--- src/rtl/microwave_pkg.sv ---
// microwave_pkg: shared state encoding and timing defaults for the microwave controller.
package microwave_pkg;
    typedef enum logic [1:0] {IDLE = 2'd0, COOK = 2'd1, PAUSE = 2'd2, DONE = 2'd3} state_t;
    localparam int TICK_DIV_DEF = 100;
    localparam int BEEP_TICKS_DEF = 3;
endpackage

--- src/rtl/tick_prescaler.sv ---
// tick_prescaler: counts 0..TICK_DIV-1 while run is high, one-cycle tick on the last count.
module tick_prescaler import microwave_pkg::*; #(
    parameter int TICK_DIV = TICK_DIV_DEF
) (
    input  logic clk,
    input  logic clr,
    input  logic run,
    output logic tick
);
    localparam int W = TICK_DIV > 1 ? $clog2(TICK_DIV) : 1;
    logic [W-1:0] cnt;
    assign tick = run & (cnt == W'(TICK_DIV - 1));
    always_ff @(posedge clk or posedge clr)
        if (clr) cnt <= '0;
        else     cnt <= (!run || tick) ? '0 : cnt + 1'b1;
endmodule

--- src/rtl/microwave_ctrl.sv ---
// microwave_ctrl: cook/pause/done sequencer driving a cascaded digit down-counter,
// magnetron and buzzer from edge-detected front-panel buttons.
module microwave_ctrl import microwave_pkg::*; #(
    parameter int TICK_DIV   = TICK_DIV_DEF,
    parameter int BEEP_TICKS = BEEP_TICKS_DEF
) (
    input  logic       clk,
    input  logic       clr,
    input  logic       start_btn,
    input  logic       stop_btn,
    input  logic       clear_btn,
    input  logic       keypad_load,
    input  logic       door_closed,
    input  logic       timer_zero,
    output logic       timer_en,
    output logic       loadn,
    output logic       data_zero,
    output logic       mag_on,
    output logic       beep,
    output logic [1:0] state
);
    localparam int BW = BEEP_TICKS > 1 ? $clog2(BEEP_TICKS) : 1;
    state_t        st;
    logic [2:0]    prev;
    logic          armed;
    logic          load_q;
    logic          dz_q;
    logic [BW-1:0] bcnt;
    logic          tick;
    logic          run;
    logic          leave;
    logic          start_p, stop_p, clear_p;
    // armed stays low for the first edge after reset so a button held through reset is not a press
    assign {start_p, stop_p, clear_p} = {start_btn, stop_btn, clear_btn} & ~prev & {3{armed}};
    // the prescaler restarts from zero whenever COOK or DONE is about to be left
    assign leave = (st == COOK && (timer_zero || clear_p || stop_p || !door_closed))
                || (st == DONE && (start_p || stop_p || clear_p || !door_closed));
    assign run = (st == COOK || st == DONE) && !leave;

    tick_prescaler #(.TICK_DIV(TICK_DIV)) u_pre (.clk(clk), .clr(clr), .run(run), .tick(tick));

    assign state     = st;
    assign timer_en  = load_q | (st == COOK && tick);
    assign loadn     = ~load_q;
    assign data_zero = dz_q;
    assign mag_on    = (st == COOK) & door_closed;
    assign beep      = (st == DONE);

    always_ff @(posedge clk or posedge clr) begin
        if (clr) begin
            st     <= IDLE;
            prev   <= '0;
            armed  <= 1'b0;
            load_q <= 1'b0;
            dz_q   <= 1'b0;
            bcnt   <= '0;
        end else begin
            prev   <= {start_btn, stop_btn, clear_btn};
            armed  <= 1'b1;
            load_q <= 1'b0;
            dz_q   <= 1'b0;
            case (st)
                IDLE:
                    if (clear_p) begin
                        load_q <= 1'b1;
                        dz_q   <= 1'b1;
                    end else if (keypad_load) load_q <= 1'b1;
                    else if (start_p && door_closed && !timer_zero) st <= COOK;
                COOK:
                    if (timer_zero) st <= DONE;
                    else if (clear_p) begin
                        load_q <= 1'b1;
                        dz_q   <= 1'b1;
                        st     <= IDLE;
                    end else if (stop_p || !door_closed) st <= PAUSE;
                PAUSE:
                    if (clear_p) begin
                        load_q <= 1'b1;
                        dz_q   <= 1'b1;
                        st     <= IDLE;
                    end else if (start_p && door_closed) st <= COOK;
                DONE:
                    if (leave || (tick && bcnt == BW'(BEEP_TICKS - 1))) begin
                        st   <= IDLE;
                        bcnt <= '0;
                    end else if (tick) bcnt <= bcnt + 1'b1;
            endcase
        end
    end
endmodule

--- config.mk ---
export PLATFORM = sky130hd
export DESIGN_NAME = microwave_ctrl
export DESIGN_NICKNAME = d
export VERILOG_FILES = /design/src/rtl/microwave_pkg.sv /design/src/rtl/tick_prescaler.sv /design/src/rtl/microwave_ctrl.sv
export SDC_FILE = /design/constraint.sdc
export NUM_CORES = 1
export LEC_CHECK = 0
export BUFFER_PORTS_ARGS = -buffer_cell sky130_fd_sc_hd__buf_2
export CAP_MARGIN = 30
export CORE_MARGIN = 2
export CORE_UTILIZATION = 57
export DETAILED_ROUTE_END_ITERATION = 7
export GPL_TIMING_DRIVEN = 1
export HOLD_SLACK_MARGIN = 0.06
export PLACE_DENSITY = 0.88
export SLEW_MARGIN = 10
export SYNTH_ARGS = -nofsm -noshare
export SYNTH_HDL_FRONTEND = slang
export SYNTH_HIERARCHICAL = 1
export SYNTH_SLANG_ARGS = --single-unit
--- constraint.sdc ---
create_clock -name clk -period 6.8 [get_ports clk]
set_clock_uncertainty 0.05 [all_clocks]
set_input_delay 1.02 -clock clk [delete_from_list [all_inputs] [get_ports clk]]
set_output_delay 1.02 -clock clk [all_outputs]
set_load 0.005 [all_outputs]
# ---- Yosys cells after proc, flatten, opt, wreduce, memory -nomap -nowiden
# Index checks and enable logic that the tools add are counted.
dict set report op_classes {
  addsub 2
  n_reduce_logical 27
  n_eq_ne 11
  muxes 19
  n_bitwise 7
}
# cell n
set op_table {}
lappend op_table {{$mux W2} 11}
lappend op_table {{$logic_or A1 B1 Y1} 11}
lappend op_table {{$pmux W2 S4} 1}
lappend op_table {{$add A7 B1 Y7 const B} 1}
lappend op_table {{$eq A7 B7 Y1 const B} 1}
lappend op_table {{$logic_and A1 B1 Y1} 7}
lappend op_table {{$mux W7} 1}
lappend op_table {{$and A3 B3 Y3} 2}
lappend op_table {{$eq A2 B2 Y1 const B} 3}
lappend op_table {{$ne A2 B2 Y1 const B} 3}
lappend op_table {{$reduce_and A6 Y1} 1}
lappend op_table {{$logic_not A1 Y1} 4}
lappend op_table {{$mux W1} 4}
lappend op_table {{$ne A4 B3 Y1 const B} 1}
lappend op_table {{$ne A3 B3 Y1 const B} 1}
lappend op_table {{$not A3 Y3} 1}
lappend op_table {{$pmux W1 S3} 1}
lappend op_table {{$add A2 B1 Y2 const B} 1}
lappend op_table {{$and A1 B1 Y1} 2}
lappend op_table {{$eq A2 B1 Y1 const B} 1}
lappend op_table {{$logic_not A2 Y1} 1}
lappend op_table {{$ne A2 B1 Y1 const B} 1}
lappend op_table {{$pmux W1 S2} 1}
lappend op_table {{$reduce_and A2 Y1} 1}
lappend op_table {{4 further kinds} 4}
dict set report word_totals {
  out_inout_bits 7
  inputBits 8
  ff_bits 17
}

# ---- Logic depth before layout (Yosys ltp)
# Gate-level depths: netlist of run 1.
dict set report logic_depth {
  word_depth 15
  mapped_depth 10
  ltp_nobuf 10
}

# ---- Modules after synthesis
# Netlist of run 1, hierarchy kept.
# module area_each_um2 instances cells_each
set modules_own_cells {}
lappend modules_own_cells {microwave_ctrl 551.8 1 61}
lappend modules_own_cells {tick_prescaler 334.1 1 33}

# ---- Worst setup path before layout of run 1
# OpenSTA, ideal clock, no wires.
dict set report synth_timing {
  path_kind {in2out}
  startpoint {in clear_btn}
  endpoint {out timer_en}
  arrival_ns 2.225
  path_buffers 0
  required_ns 5.730
  cell_stages 8
  path_slack_ns 3.505
  path_cell_list {nor2b_1 > o21ai_1 > a21oi_1 > nor2_1 > inv_1 > nor3_1 > nand2_1 > nand2_1}
}
dict set report synth_between {
  elab_chain_cells 12
}
# element line_no
set synth_lines {}
lappend synth_lines {{start, declared} microwave_ctrl.sv:11} ;# input logic clear_btn,
lappend synth_lines {{$and A3 B3 Y3 * (2 in series)} microwave_ctrl.sv:34} ;# assign {start_p, stop_p, clear_p} = {start_btn, stop_btn, clear_btn} & ~prev & {3{armed}};
lappend synth_lines {{$logic_or A1 B1 Y1 (3 in series)} microwave_ctrl.sv:36} ;# assign leave = (st == COOK && (timer_zero || clear_p || stop_p || !door_closed))
lappend synth_lines {{$logic_and A1 B1 Y1} microwave_ctrl.sv:36}
lappend synth_lines {{$logic_or A1 B1 Y1 *} microwave_ctrl.sv:37} ;# || (st == DONE && (start_p || stop_p || clear_p || !door_closed));
lappend synth_lines {{$logic_not A1 Y1 *} microwave_ctrl.sv:38} ;# assign run = (st == COOK || st == DONE) && !leave;
lappend synth_lines {{$logic_and A1 B1 Y1 *} microwave_ctrl.sv:38}
lappend synth_lines {{named net run} microwave_ctrl.sv:30} ;# logic run;
lappend synth_lines {{$and A1 B1 Y1 *} tick_prescaler.sv:12} ;# assign tick = run & (cnt == W'(TICK_DIV - 1));
lappend synth_lines {{named net tick} microwave_ctrl.sv:29} ;# logic tick;
lappend synth_lines {{$logic_and A1 B1 Y1 *} microwave_ctrl.sv:43} ;# assign timer_en = load_q | (st == COOK && tick);
lappend synth_lines {{$or A1 B1 Y1 *} microwave_ctrl.sv:43}
lappend synth_lines {{end, declared} microwave_ctrl.sv:15} ;# output logic timer_en,
# Mark *: on every way through the listed nets, which the timed path passes. The rest lies on a longest branch.

# ---- Final worst setup path of run 1
# Ends and elaborated chain as after synthesis.

==> metrics.sh, run 1 <==
OUTCOME='completed'
MAXSLEWVIOLCOUNT=0
ROUTE.VIAS.TOTAL=717
TOTAL_SWITCHING_POWER_uW=82.6
POST-PLACE-CELLS=123
PLACE.PORT_BUFFERS=14
ADDER_AND_MAJORITY_CELL_FRACTION_OF_THE_SYNTHESIZED_AREA_PCT=2.82
SYNTH_TOP_AREA_SHARE_PCT=48.0
WORSTPATHBUFFERINVERTERCOUNT=3
TOTAL_NETS_AFTER_SYNTHESIS=104
CRITICAL_PATH.CELL_CHAIN='buf_2 > nor2b_1 > o21ai_1 > a21oi_1 > nor2_1 > inv_1 > nor3_1 > nand2_1 > nand2_1 > buf_2'
GLOBAL_ROUTE_WIRE_LENGTH_BEFORE_REPAIR_UM=2740
CRIT_TYPE='in2out'
INITIAL_UTILIZATION_PCT=59.5
P_SEQ_SHARE_PCT=51.2
FINALWORSTPATHREQUIREDPERIOD_NS=3.73
CRITPATHMAXSTAGEDELAY_NS=0.37
SYNTH_TOP_CELL_BY_AREA='sky130_fd_sc_hd__dfrtp_1'
CP-START-KIND='input pin'
CTS-BUFFERS-INSERTED=3
CTS.SINKS=17
POST_SYNTH_AND_OR_NAND_NOR_AREA_FRACTION_PCT=24.3
PLACE_WORST_SETUP_SLACK_NS=3.07
POST-CTS-SETUP-BUFFER-COUNT=0
SYNTH_AREA_UM2=886
POST_CTS.RESIZED_INSTANCES=0
FINISH.CELL_COUNT_WITHOUT_FILLERS=127
GLOBALROUTETOTALUTIL_PCT=19.9
SYNTH_COMPOUND_GATE_AREA_SHARE_PCT=15.1
SYNTHTOPCELLSBYCOUNT='sky130_fd_sc_hd__dfrtp_1 (17), sky130_fd_sc_hd__inv_1 (11), sky130_fd_sc_hd__nor2_1 (8), sky130_fd_sc_hd__nand2_1 (6)'
ANTENNA_CELLS=0
POWER_FRAC_CLOCK_PCT=22.1
POST_SYNTH_NUM_CELL_TYPES=33
CRITICAL-PATH-TOP-DELAY-FAMILY='simple AND/OR/NAND/NOR gates'
DETAILEDROUTE.FIRSTPASSITERATIONCOUNT=5
TRITONCTS='yes'
ROWS=14
SYNTH.YOSYS.WARNINGS=6
CLK-INSERTION-DELAY-LATE_NS=0.30
CP_SLOWEST_CELL='sky130_fd_sc_hd__nor3_1'
COMBPWRFRAC_PCT=26.7
FINALPOWER_uW=253
GR-TOTAL-OVERFLOW=0
SYN-INSTANCE-COUNT=94
CLOCK_TREE.BUFFER_DEPTH=2
SYNTH_FF_TYPE='sky130_fd_sc_hd__dfrtp_1'
FLOORPLAN.CORE_AREA_MM2=0.00149
CLOCK.FMAX_MHz=268
SYNTH_AREA_PER_CELL_UM2=9.42
SYNTH_SEQ_AREA_SHARE_PCT=48.0
POWER_PER_CELL_AREA_mW_PER_MM2=254
DETAIL_ROUTE.WIRELENGTH_UM=1600
WORST_EP_REQUIRED_TIME_NS=5.73
RSZ_0062_RAISED_AFTER_GLOBAL_ROUTING='no'
TIMING.HOLD.WS_NS=0.445
P_LEAK_nW=0.494
SYNTH-EDFF-COUNT=0
CRITICAL_PATH_DEPTH=10
COMBINATIONAL_FAMILY_WITH_THE_MOST_AREA_AFTER_SYNTHESIS='simple AND/OR/NAND/NOR gates'
FP.DIEW_UM=43.4
CRITICAL_PATH.ENDPOINT_TYPE='output pin'
FINAL_NETS=122
SYNTH.MOST_COMMON_CELL='sky130_fd_sc_hd__dfrtp_1'
YOSYS.AREA_SHARE.XOR_XNOR_PCT=2.97
ROUTE.DETAILED.DRC=0
CAP_VIOLATIONS=0
HOLD-PATH-CELL-COUNT=1
GRT_PASS1_VIAS=672
WORST_R2R_PATH_DEPTH=10
LAYOUT_SETUP_WS_NS=3.07
ROUTE.ANTENNA.REMAINING_NETS=0
SYNTH-SEQ-CELLS=17
DRT-VIAS-PER-INSTANCE=5.65
SYNTHTOPCELLSBYAREA='sky130_fd_sc_hd__dfrtp_1 (48%), sky130_fd_sc_hd__inv_1 (4.7%), sky130_fd_sc_hd__nand3b_1 (3.4%)'
SWITCHING_PORTION_OF_TOTAL_POWER_PCT=32.6
TIMING.HOLD.WORST.CLASS='reg2reg'
DP_HPWL_UM=1240
FINAL_CYCLE_UTILIZATION_OF_THE_CRITICAL_PATH_PCT=54.9
POWER.INTERNAL_uW=171
DIE_H_UM=43.4
IOS=15
FINAL_WTD_CONGESTION=0.842
DRIVE_ABOVE_1_SHARE_PCT=20.7
DIE_AREA_MM2=0.00189
DRT_ITER0_DRC=16
LARGEST_FANOUT_ON_THE_CRITICAL_PATH=4
AREAGROWTHSYNTHTOFINISH_PCT=12.7
SYNTH.MUX.AREA_FRACTION_PCT=1.13
ROUTED_WIRE_LENGTH_PER_INSTANCE_UM=12.6
HTREEDEPTH=1
GRT_MAX_DEGREE=11
FIN_TNS_SETUP_NS=0
HOLD_VIOL=0
GRT_ANTENNA_BEFORE_REPAIR=0
ASYNCSETRESETFLOPFRACSYNTH_PCT=100
CRITICAL_PATH_ARRIVAL_NS=2.66
CLK_TRANSITION_REPORTED_PATHS_NS=0.10
CTS_ROOT_BUFFER='sky130_fd_sc_hd__clkbuf_4'
PEAKVDDDROP_mV=0.173
CTS_HOLD_BUFFERS=0
ENDPOINTS_FAILING_SETUP=0
## registers in the layout, indices dropped and copies added (netlist names)
register,count
state,2
data_zero,1
armed,1
load_q,1
prev,3
bcnt,2
u_pre/cnt,7
## worst paths after layout
kind	startpoint	to	slack, ns
max	clear_btn	timer_en	3.07
min	u_pre/cnt[0]$_DFF_PP0_	u_pre/cnt[0]$_DFF_PP0_	0.44
max reg2reg	armed$_DFF_PP0_	bcnt[0]$_DFFE_PP0P_	4.39
min reg2reg	u_pre/cnt[0]$_DFF_PP0_	u_pre/cnt[0]$_DFF_PP0_	0.44
max in group asynchronous	clr	bcnt[1]$_DFFE_PP0P_	5.79
min in group asynchronous	clr	u_pre/cnt[2]$_DFF_PP0_	0.58
## through the flow
stage	instance area (um^2)	util (%)
after floorplan	886	-
after global placement	971	65.2
after detailed placement	971	65.2
after CTS	998	67.1
after global routing	998	67.1
final	998	67.1
## cell usage in the layout, fill, tap and decap left out, types with 2 or more instances in the layout
master                     Yosys  final
sky130_fd_sc_hd__a21o_1        2      2
sky130_fd_sc_hd__nor3_1        3      3
sky130_fd_sc_hd__nand3_1       4      4
sky130_fd_sc_hd__o21ai_0       5      5
sky130_fd_sc_hd__or3_1         2      2
sky130_fd_sc_hd__inv_1        11     11
sky130_fd_sc_hd__and2_1        2      2
sky130_fd_sc_hd__buf_2         1     14
sky130_fd_sc_hd__nor2b_1       3      3
sky130_fd_sc_hd__a21oi_1       5      5
sky130_fd_sc_hd__clkbuf_4      0      3
sky130_fd_sc_hd__xor2_1        2      2
sky130_fd_sc_hd__ha_1          2      2
sky130_fd_sc_hd__nand3b_1      4      4
sky130_fd_sc_hd__nand2_1       6      6
sky130_fd_sc_hd__dfrtp_1      17     17
sky130_fd_sc_hd__nor2_1        8      8
## power by group through the flow
| stage | clock network, mW | registers [mW] | logic [mW] |
|---|---|---|---|
| CTS | 0.0570 | 0.130 | 0.0679 |
| global placement | 0 | 0.132 | 0.0659 |
| finish | 0.0559 | 0.130 | 0.0676 |
| global route | 0.0615 | 0.133 | 0.0762 |
| detailed placement | 0 | 0.132 | 0.0674 |
| floorplan | 0 | 0.124 | 0.0530 |
## layer usage
layer / global-route usage, % / wire (um)
met3: 2.50 / 70
met5: 0 / 0
met4: 12.1 / 21
met1: 25.5 / 718
met2: 31.9 / 788
## final cells by class
cell class                      instances  area (um^2)
Sequential cell                        17          425
Clock inverter                          1         5.00
Timing Repair Buffer                   14         70.1
Tap cell                               16         20.0
Clock buffer                            3         22.5
Multi-Input combinational cell         65          414
Fill cell                             111          490
Inverter                               11         41.3
## cells by family after synthesis
kind of cell    after synthesis
simple gates                 38
compound gates               20
flops                        17
buf+inv                      12
xor+xnor                      3
fa+ha+maj                     2
other cells                   1
mux                           1
No activity file was read; power rests on OpenSTA's default activity.
==> inputs of run 2 (changes only) <==
Settings changed: CORE_UTILIZATION 57 to 53, PLACE_DENSITY 0.88 to 0.83.
Clock period 6.8 ns to 3.47 ns, I/O delays scaled along.
==> metrics.sh, run 2 (synthesized netlist as in run 1, its figures left out) <==
OUTCOME='completed'
POWER_PER_CELL_AREA_mW_PER_MM2=492
CRIT_TYPE='reg2out'
CTS.SINKS=17
DETAILEDROUTE.FIRSTPASSITERATIONCOUNT=4
POST-PLACE-CELLS=123
CLK_TRANSITION_REPORTED_PATHS_NS=0.09
WORST_EP_REQUIRED_TIME_NS=2.90
PEAKVDDDROP_mV=0.284
FP.DIEW_UM=44.9
ROUTE.ANTENNA.REMAINING_NETS=0
ROUTED_WIRE_LENGTH_PER_INSTANCE_UM=12.7
CTS_ROOT_BUFFER='sky130_fd_sc_hd__clkbuf_4'
MAXSLEWVIOLCOUNT=0
TIMING.HOLD.WORST.CLASS='in2async'
MOSTFREQUENTLAYOUTCELL='sky130_fd_sc_hd__dfrtp_1'
FINAL_CYCLE_UTILIZATION_OF_THE_CRITICAL_PATH_PCT=81.9
CLK-INSERTION-DELAY-LATE_NS=0.28
DRT-VIAS-PER-INSTANCE=5.57
CLOCK_TREE.BUFFER_DEPTH=2
SWITCHING_PORTION_OF_TOTAL_POWER_PCT=31.7
DP_HPWL_UM=1220
AREAGROWTHSYNTHTOFINISH_PCT=12.6
POST_CTS.RESIZED_INSTANCES=0
R2R_START='armed$_DFF_PP0_'
DIE_AREA_MM2=0.00201
CTS_HOLD_BUFFERS=0
POWER.INTERNAL_uW=335
DETAIL_ROUTE.WIRELENGTH_UM=1620
REGMOSTFLOPS='u_pre/cnt'
GLOBALROUTETOTALUTIL_PCT=19.2
CAP_VIOLATIONS=0
DRT_ITER0_DRC=10
UTILIZATION_PCT=64.7
FIN_TNS_SETUP_NS=0
TOP_REGS='u_pre/cnt (7), prev (3)'
GRT_PASS1_VIAS=720
ROUTE.DETAILED.DRC=0
P_SEQ_SHARE_PCT=52.0
GR-TOTAL-OVERFLOW=0
FLOORPLAN.CORE_AREA_MM2=0.00154
IOS=15
GRT_MAX_DEGREE=11
TOTAL_SWITCHING_POWER_uW=155
ENDPOINTS_FAILING_SETUP=0
LARGEST_REG_FLOPS=7
TIMING.REG2REG.SETUP_SLACK_NS=0.97
WORST_SETUP_PATH_STARTPOINT='armed$_DFF_PP0_'
CLOCK.FMAX_MHz=352
ANTENNA_CELLS=0
PLACE.PORT_BUFFERS=14
FINISH.CELL_COUNT_WITHOUT_FILLERS=127
ROUTE.VIAS.TOTAL=707
CP-START-KIND='flip-flop'
COMBPWRFRAC_PCT=26.9
CTS-BUFFERS-INSERTED=3
ROWS=14
RSZ_0062_RAISED_AFTER_GLOBAL_ROUTING='no'
GLOBAL_ROUTE_WIRE_LENGTH_BEFORE_REPAIR_UM=2810
DRIVE_ABOVE_1_SHARE_PCT=19.8
CRITICAL_PATH_ARRIVAL_NS=2.27
LARGEST_FANOUT_ON_THE_CRITICAL_PATH=5
FINALWORSTPATHREQUIREDPERIOD_NS=2.84
CRITICAL_PATH.ENDPOINT_TYPE='output pin'
TRITONCTS='yes'
GRT_ANTENNA_BEFORE_REPAIR=0
P_LEAK_nW=0.491
FINAL_WTD_CONGESTION=0.844
FINAL_NETS=122
DIE_H_UM=44.9
HTREEDEPTH=1
HOLD_VIOL=0
POST-CTS-SETUP-BUFFER-COUNT=0
MOST-COMMON-LAYOUT-CELLS='sky130_fd_sc_hd__dfrtp_1 (17), sky130_fd_sc_hd__buf_2 (14), sky130_fd_sc_hd__inv_1 (11)'
POWER_FRAC_CLOCK_PCT=21.1
INITIAL_UTILIZATION_PCT=57.5
[run 2: cell count changes in the layout (fill, tap and decap cells not counted)]
cell / change
sky130_fd_sc_hd__clkbuf_1: +1
sky130_fd_sc_hd__clkinv_2: -1
[run 2: stage by stage]
stage / hold WS [ns] / total power [mW] / setup slack (ns) / instance area (um^2)
after floorplan: 0.274 / 0.348 / 1.14 / 886
after detailed placement: 0.418 / 0.393 / 0.752 / 971
after CTS: 0.101 / 0.498 / 0.662 / 997
after global routing: 0.120 / 0.526 / 0.528 / 997
after global placement: 0.414 / 0.387 / 0.854 / 971
final: 0.0997 / 0.491 / 0.629 / 997
[run 2: power by group through the flow]
| stage | sequential, mW | combinational, mW | clock (mW) |
|---|---|---|---|
| CTS | 0.256 | 0.134 | 0.108 |
| detailed placement | 0.260 | 0.133 | 0 |
| finish | 0.255 | 0.132 | 0.103 |
| global route | 0.261 | 0.152 | 0.113 |
| floorplan | 0.244 | 0.104 | 0 |
| global placement | 0.258 | 0.129 | 0 |
[run 2: layer usage]
metal	vias to the layer above	wire length, um	track usage, %
met2	26	757	32.5
met1	325	752	22.6
met3	2	94	6.00
met5	-	0	0
li1	354	-	-
met4	0	10	8.24
[run 2: worst max-delay path, cell delays in order, from the launching register on]
cell and delay (ns):
sky130_fd_sc_hd__dfrtp_1 0.43, sky130_fd_sc_hd__and3b_2 0.27, sky130_fd_sc_hd__nor3_1 0.17, sky130_fd_sc_hd__a21oi_1 0.09
sky130_fd_sc_hd__nor2_1 0.25, sky130_fd_sc_hd__inv_1 0.11, sky130_fd_sc_hd__nor3_1 0.40, sky130_fd_sc_hd__nand2_1 0.10
sky130_fd_sc_hd__nand2_1 0.08, sky130_fd_sc_hd__buf_2 0.10
[run 2: path summary, 6_finish.rpt]
kind | cells past startpoint | endpoint
worst max-delay path | 9 | timer_en
max in group asynchronous | 2 | data_zero$_DFF_PP0_
worst min-delay path | 2 | u_pre/cnt[4]$_DFF_PP0_
worst min register to register | 1 | u_pre/cnt[0]$_DFF_PP0_
min in group clk | 1 | prev[0]$_DFF_PP0_
worst max register to register | 9 | state[0]$_DFFE_PP0P_
[run 2: final cells by class]
cell class	count	area [um^2]
fill	135	544
sequential	17	425
inverter	11	41.3
tap	16	20.0
multi-input combinational	65	414
clock buffer	4	26.3
timing repair buffer	14	70.1
==> inputs of run 3 (changes only) <==
Settings changed: CORE_ASPECT_RATIO from default to 0.75, CORE_UTILIZATION 53 to 48, PLACE_DENSITY 0.83 to 0.8.
Clock period 3.47 ns to 2.4 ns, I/O delays scaled along.
==> metrics.sh, run 3 (synthesized netlist as in run 1, its figures left out) <==
OUTCOME='completed'
ROUTE.ANTENNA.REMAINING_NETS=0
POWER_FRAC_CLOCK_PCT=20.1
GLOBAL_ROUTE_WIRE_LENGTH_BEFORE_REPAIR_UM=2700
PEAKVDDDROP_mV=0.440
DRIVE_ABOVE_1_SHARE_PCT=24.1
ANTENNA_CELLS=0
FINISH.CELL_COUNT_WITHOUT_FILLERS=138
ROWS=13
CP-START-KIND='flip-flop'
POWER_PER_CELL_AREA_mW_PER_MM2=682
WORST_EP_REQUIRED_TIME_NS=1.99
CRIT_TYPE='reg2out'
FINAL_CYCLE_UTILIZATION_OF_THE_CRITICAL_PATH_PCT=95.3
TRITONCTS='yes'
POWER.INTERNAL_uW=493
CTS-BUFFERS-INSERTED=3
FP.DIEW_UM=53.6
HOLD_VIOL=0
TIMING.HOLD.WORST.CLASS='in2reg'
ROUTE.DETAILED.DRC=0
FINAL_NETS=127
FINAL_WTD_CONGESTION=0.856
PLACE_WORST_SETUP_SLACK_NS=0.0720
TOTAL_SWITCHING_POWER_uW=230
DP_HPWL_UM=1340
FLOORPLAN.CORE_AREA_MM2=0.00174
GLOBALROUTETOTALUTIL_PCT=18.1
IOS=15
DIE_AREA_MM2=0.00221
P_SEQ_SHARE_PCT=51.5
CLK_TRANSITION_REPORTED_PATHS_NS=0.09
CLOCK.FMAX_MHz=437
ROUTE.VIAS.TOTAL=725
FINAL_AREA_MM2=0.00106
GRT_PASS1_VIAS=632
AREAGROWTHSYNTHTOFINISH_PCT=19.8
CAP_VIOLATIONS=0
GR-TOTAL-OVERFLOW=0
LARGEST_REG_FLOPS=7
DETAIL_ROUTE.WIRELENGTH_UM=1690
MOST-COMMON-LAYOUT-CELLS='sky130_fd_sc_hd__dfrtp_1 (17), sky130_fd_sc_hd__buf_2 (14), sky130_fd_sc_hd__inv_1 (11)'
LARGEST_FANOUT_ON_THE_CRITICAL_PATH=5
CLK-INSERTION-DELAY-LATE_NS=0.28
REGMOSTFLOPS='u_pre/cnt'
ROUTED_WIRE_LENGTH_PER_INSTANCE_UM=12.2
CTS_ROOT_BUFFER='sky130_fd_sc_hd__clkbuf_4'
HTREEDEPTH=1
TOP_REGS='u_pre/cnt (7), prev (3)'
CLOCK_TREE.BUFFER_DEPTH=2
UTILIZATION_PCT=61.0
DETAILEDROUTE.FIRSTPASSITERATIONCOUNT=4
GRT_MAX_DEGREE=11
SWITCHING_PORTION_OF_TOTAL_POWER_PCT=31.8
SEQUENTIAL_CELL_AREA_UM2=425
POST-PLACE-CELLS=131
GRT_ANTENNA_BEFORE_REPAIR=0
CRITICAL_PATH.ENDPOINT_TYPE='output pin'
PLACE.PORT_BUFFERS=14
DRT_ITER0_DRC=2
FILLER_CELL_COUNT=154
DRT-VIAS-PER-INSTANCE=5.25
COMBPWRFRAC_PCT=28.3
P_LEAK_nW=0.532
DIE_H_UM=41.2
MAXSLEWVIOLCOUNT=0
MULTI_INPUT_AREA_UM2=430
MOSTFREQUENTLAYOUTCELL='sky130_fd_sc_hd__dfrtp_1'
CRITICAL_PATH_ARRIVAL_NS=1.88
LAYOUT_SETUP_WS_NS=0.113
INITIAL_UTILIZATION_PCT=50.9
FINALWORSTPATHREQUIREDPERIOD_NS=2.29
CTS.SINKS=17
TIMING.HOLD.WS_NS=0.151
DPL-INSTANCE-AREA_UM2=993
FINALPOWER_uW=724
FIN_TNS_SETUP_NS=0
ENDPOINTS_FAILING_SETUP=0
-- run 3: cell types whose count changed in the layout (fill, tap and decap cells not counted) --
cell                            change
sky130_fd_sc_hd__nor3_2             +1
sky130_fd_sc_hd__nor3_4             +1
sky130_fd_sc_hd__buf_4              +4
sky130_fd_sc_hd__nor3_1             -2
sky130_fd_sc_hd__dlygate4sd3_1      +1
-- run 3: routing by layer --
layer,GRT usage (%),wire [um],vias to the layer above
met5,0,0,-
met4,3.85,8,0
met3,6.57,74,2
met2,29.3,794,12
met1,23.6,810,348
li1,-,-,363
-- run 3: repair_timing --
item	in CTS	in global routing
gates resized for setup	1	2
setup endpoints to repair	1	1
buffers inserted	0	2
endpoints found under the hold margin	17	0
pin swaps	0	1
hold buffers	1	0
-- run 3: power by group through the flow --
stage	combinational, mW	clock, mW	sequential, mW
2_1_floorplan	0.150	0	0.353
3_3_place_gp	0.189	0	0.373
3_5_place_dp	0.197	0	0.376
4_1_cts	0.204	0.154	0.371
5_1_grt	0.231	0.165	0.379
6_report	0.205	0.146	0.373
-- run 3: critical path, cell delays in order (launching register included) --
cell                       delay, ns
sky130_fd_sc_hd__dfrtp_1        0.38
sky130_fd_sc_hd__buf_4          0.14
sky130_fd_sc_hd__nand3b_1       0.10
sky130_fd_sc_hd__and2_4         0.17
sky130_fd_sc_hd__nand2_1        0.05
sky130_fd_sc_hd__nor2_1         0.16
sky130_fd_sc_hd__inv_1          0.10
sky130_fd_sc_hd__nor3_4         0.23
sky130_fd_sc_hd__nand2_1        0.09
sky130_fd_sc_hd__nand2_1        0.07
sky130_fd_sc_hd__buf_2          0.10
-- run 3: final cells by class --
class	count	share of cell area [%]
multi-input combinational	65	40.6
inverter	11	3.89
sequential	17	40.1
tap	22	2.59
timing repair buffer	19	10.4
clock buffer	4	2.48
-- run 3: worst paths after layout --
path	from	end	slack, ns	cells past startpoint
setup / recovery	armed$_DFF_PP0_	timer_en	0.11	10
hold / removal	start_btn	prev[2]$_DFF_PP0_	0.15	1
hold reg to reg	u_pre/cnt[0]$_DFF_PP0_	u_pre/cnt[0]$_DFF_PP0_	0.45	1
min in group asynchronous	clr	u_pre/cnt[5]$_DFF_PP0_	0.49	3
max in group asynchronous	clr	prev[2]$_DFF_PP0_	1.48	3
setup reg to reg	armed$_DFF_PP0_	state[0]$_DFFE_PP0P_	0.31	10
